[src/rtl/wrapping_updown_counter_if.sv]
// rtl/wrapping_updown_counter_if.sv - step request / count bundle for wrapping_updown_counter
interface wrapping_updown_counter_if #(
    parameter int RANGE = 4
);
    localparam int WIDTH = $clog2(RANGE);

    logic             increment;
    logic             decrement;
    logic [WIDTH-1:0] count;

    modport master (
        output increment,
        output decrement,
        input  count
    );

    modport slave (
        input  increment,
        input  decrement,
        output count
    );
endinterface

[src/rtl/wrapping_updown_counter.sv]
// rtl/wrapping_updown_counter.sv - modulo-RANGE up/down counter with registered output
module wrapping_updown_counter #(
    parameter int RANGE       = 4,
    parameter int RESET_VALUE = 0
) (
    input  logic                        clock,
    input  logic                        reset,
    wrapping_updown_counter_if.slave    bus
);
    localparam int WIDTH = $clog2(RANGE);
    localparam logic [WIDTH-1:0] MAX_CODE   = WIDTH'(RANGE - 1);
    localparam logic [WIDTH-1:0] RESET_CODE = WIDTH'(RESET_VALUE);

    generate
        if (RANGE < 2) begin : g_bad_range
            $fatal(1, "wrapping_updown_counter: RANGE must be >= 2");
        end
        if (RESET_VALUE < 0 || RESET_VALUE >= RANGE) begin : g_bad_reset_value
            $fatal(1, "wrapping_updown_counter: RESET_VALUE must lie in 0..RANGE-1");
        end
    endgenerate

    logic [WIDTH-1:0] r_count;
    logic [WIDTH-1:0] w_next;
    logic             w_at_max;
    logic             w_at_min;

    // Explicit end-point compares keep non-power-of-two ranges from reaching unused codes.
    assign w_at_max = (r_count == MAX_CODE);
    assign w_at_min = (r_count == '0);

    always_comb begin
        w_next = r_count;
        case ({bus.increment, bus.decrement})
            2'b10:   w_next = w_at_max ? '0 : r_count + WIDTH'(1);
            2'b01:   w_next = w_at_min ? MAX_CODE : r_count - WIDTH'(1);
            default: w_next = r_count;
        endcase
    end

    always_ff @(posedge clock or posedge reset) begin
        if (reset) begin
            r_count <= RESET_CODE;
        end else begin
            r_count <= w_next;
        end
    end

    assign bus.count = r_count;
endmodule

[src/flat_wrapper.sv]
// flat-port wrapper written by rule: the top's interface ports become plain ports
module wrapping_updown_counter_flat 
#(
    parameter int RANGE       = 4,
    parameter int RESET_VALUE = 0
)
  (clock, reset, bus_increment, bus_decrement, bus_count);
  wrapping_updown_counter_if #(.RANGE(RANGE)) bus_i ();
  input  logic clock;
  input  logic reset;
  input wire logic [$bits(bus_i.increment)-1:0] bus_increment;
  input wire logic [$bits(bus_i.decrement)-1:0] bus_decrement;
  output wire logic [$bits(bus_i.count)-1:0] bus_count;
  assign bus_i.increment = bus_increment;
  assign bus_i.decrement = bus_decrement;
  assign bus_count = bus_i.count;
  wrapping_updown_counter #(.RANGE(RANGE), .RESET_VALUE(RESET_VALUE)) u_core (.clock(clock), .reset(reset), .bus(bus_i));
endmodule
[config.mk]
export PLATFORM = sky130hd
export DESIGN_NAME = wrapping_updown_counter_flat
export DESIGN_NICKNAME = d
export VERILOG_FILES = /design/src/rtl/wrapping_updown_counter_if.sv /design/src/rtl/wrapping_updown_counter.sv /design/src/flat_wrapper.sv
export SDC_FILE = /design/constraint.sdc
export NUM_CORES = 1
export LEC_CHECK = 0
export ABC_AREA = 1
export BUFFER_PORTS_ARGS = -buffer_cell sky130_fd_sc_hd__clkbuf_2
export CELL_PAD_IN_SITES_DETAIL_PLACEMENT = 1
export CELL_PAD_IN_SITES_GLOBAL_PLACEMENT = 1
export CORE_AREA = 3 3 40 42
export DETAILED_ROUTE_END_ITERATION = 7
export DIE_AREA = 0 0 43 45
export PLACE_DENSITY = 0.41
export SLEW_MARGIN = 0
export SYNTH_ARGS = -nofsm -noshare
export SYNTH_HDL_FRONTEND = slang
export SYNTH_SLANG_ARGS = --single-unit
[constraint.sdc]
create_clock -name clock -period 1.6 [get_ports clock]
set_clock_uncertainty 0.15 [all_clocks]
set_input_delay 0.08 -clock clock [delete_from_list [all_inputs] [get_ports clock]]
set_output_delay 0.08 -clock clock [all_outputs]
set_load 0.02 [all_outputs]
==> flow_summary_export.csv <==
group,metric,value,unit
synth,syn_nets,29,
route,drt_iter0_drc,2,
clock_tree,cts_tree,"done",
route,ant_nets,0,
power_and_ir_drop,leakagePower,0.000143,uW
synth,synth-seq-cells,2,
sta,period_share,80.7,%
critical_path,critPathLaunchType,"register",
placement,gp_congestion,0.663,
critical_path,rrSetupSlack,310,ps
critical_path,crit_cells,6,
synth,synth_area_per_cell,7.11,sq um
critical_path,cpMostUsedCell,"inv_1",
route,wl_per_cell,8.83,um
outcome,status,"completed",
clock_tree,root_buffer,"clkbuf_4",
clock_tree,clk_latency,230,ps
sta,whs,87.7,ps
cells_and_area,final_common_cell,"inv_1",
critical_path,r2r_end,"u_core.bus.count[1]",
power_and_ir_drop,ir_drop,0.000326,V
clock_tree,hold_buffers,1,
clock_tree,clk_pin_slew,30,ps
cells_and_area,diodes,0,
placement,preCtsSetupSlack,309,ps
critical_path,worstSetupEndpoint,"u_core.bus.count[1]",
critical_path,crit_family,"flip-flops",
cells_and_area,area_delta_synth_final,48.8,%
sta,rsz0062_at_grt,"no",
floorplanning,design.die.area,1940,sq um
grt,antenna_found_initial,0,
sta,min_period,1290,ps
critical_path,reg2reg_from,"u_core.bus.count[0]",
power_and_ir_drop,combPwrFrac,46.5,%
flow_run,drv_cap,0,
critical_path,crit_start,"u_core.bus.count[0]",
placement,dp.cells,42,
route,drc,0,
synth,ys_types,7,
route,drt-vias-per-instance,3.48,
sta,finalWorstSetupSlack,309,ps
route,drt_pass1_iterations,2,
grt,grt_use_total,5.40,%
clock_tree,cts_htree_levels,1,
grt,grt_overflow_total,0,
clock_tree,clock_sinks,2,
clock_tree,post_cts_buffers,0,
placement,post_dp_cell_area,200,sq um
grt,grt_pass1_vias,175,
sta,max_freq,0.774,GHz
floorplanning,initial_core_util,12.2,%
floorplanning,fp.dieW,43,um
critical_path,slowest_stage,"dfrtp_1",
critical_path,critPathMaxStageDelay,420,ps
power_and_ir_drop,intPower,235,uW
floorplanning,placementRows,13,
cells_and_area,largest_register_ffs,2,
sta,slew_headroom,87.9,%
critical_path,crit_path_end_kind,"register",
placement,port_buffers,5,
critical_path,crit_type,"register to register",
sta,hold_viol,0,
clock_tree,cts_resized,0,
grt,grt_pass1_wl,731,um
clock_tree,cts_made_buffers,3,
cells_and_area,fin_area,233,sq um
sta,fin_setup_tns,0,ps
power_and_ir_drop,switching_power,176,uW
floorplanning,fp.dieH,45,um
power_and_ir_drop,clockPowerShare,28.0,%
synth,ys_seq_area_share,32.0,%
power_and_ir_drop,p_sw_share,42.9,%
grt,grt_max_degree,7,
power_and_ir_drop,power_density,1770,nW/um^2
critical_path,crit_chain,"inv_1 > ha_1 > inv_1 > nand2_1 > nand3_1 > o21ai_1",
synth,yosys_warnings,0,
sta,slew_violations,0,
floorplanning,coreArea,1280,sq um
critical_path,worstPathMaxFanout,6,
placement,hpwl,313,um
cells_and_area,final_layout_size_suffix_gt1_share,25.8,%
clock_tree,clockBufferDepth,2,
route,totalWireLength,406,um
power_and_ir_drop,p_seq_share,25.5,%
synth,syn_inst,22,
critical_path,required,1560,ps
route,vias,160,
cells_and_area,stdcell_count,46,
critical_path,rr_worst_depth,6,
critical_path,path_buf_inv,2,
critical_path,critPathArrivalTime,1250,ps
synth,syn_area,156,sq um
sta,finalSetupViolCount,0,
sta,worstMarginPinSlew,182,ps
cells_and_area,final_nets,40,
cells_and_area,final_cell_mix,"inv_1, nand2_1, clkbuf_2",
worst_hold_path,hold_path.class,"input port to asynchronous set/reset pin",
floorplanning,ios,6,
[cells in the mapped netlist]
cell,number,area [sq um]
nand2_1,5,18.8
inv_1,8,30.0
nand3_1,1,5.00
o21ai_1,2,10.0
dfrtp_1,2,50.1
ha_1,3,37.5
a21oi_1,1,5.00
[worst reg2reg max path, cell delays in order, from the launching register on]
cell	delay, ps
dfrtp_1	420
inv_1	70
ha_1	310
inv_1	60
nand2_1	50
nand3_1	60
o21ai_1	60
[cell type report]
cell class | count | area, sq um
clock buffers | 3 | 22.5
fillers | 170 | 1050
inverters | 8 | 30.0
multi-input cells | 12 | 76.3
flip-flops and latches | 2 | 50.0
well taps | 15 | 18.8
repair buffers | 6 | 35.0
[kinds of logic after synthesis]
group / count (synthesis) / synth area share [%]
buffers and inverters: 8 / 19.2
flip-flops: 2 / 32.0
adder cells (fa/ha/maj): 3 / 24.0
AND/OR/NAND/NOR: 6 / 15.2
AO/OA/AOI/OAI: 3 / 9.60
[per-stage QoR]
stage	util [%]	power, uW
floorplan	-	237
global placement	15.6	290
detailed placement	15.6	302
CTS	18.1	423
global route	18.1	460
finish	18.1	411
[power by group through the flow]
stage	sequential [uW]	combinational [uW]	clock (uW)
floorplan	133	104	0
global placement	104	187	0
detailed placement	107	195	0
CTS	106	197	120
global route	110	221	128
finish	105	191	115
[worst min path at each step]
stage,from,end,slack (ps),cells past startpoint
after floorplan,reset,u_core.bus.count[0],-330,1
after global placement,reset,u_core.bus.count[1],-240,2
after detailed placement,reset,u_core.bus.count[1],-240,2
after CTS,reset,u_core.bus.count[0],80,3
after global routing,reset,u_core.bus.count[0],130,3
final,reset,u_core.bus.count[0],90,3
[routing by layer]
metal	part of all wire [%]	track usage (%)	vias to the layer above
li1	-	-	82
met1	38	5.28	72
met2	55	8.98	6
met3	6.9	3.98	0
met4	0	1.81	0
met5	0	0	-
(Power assumes the default switching activity.)
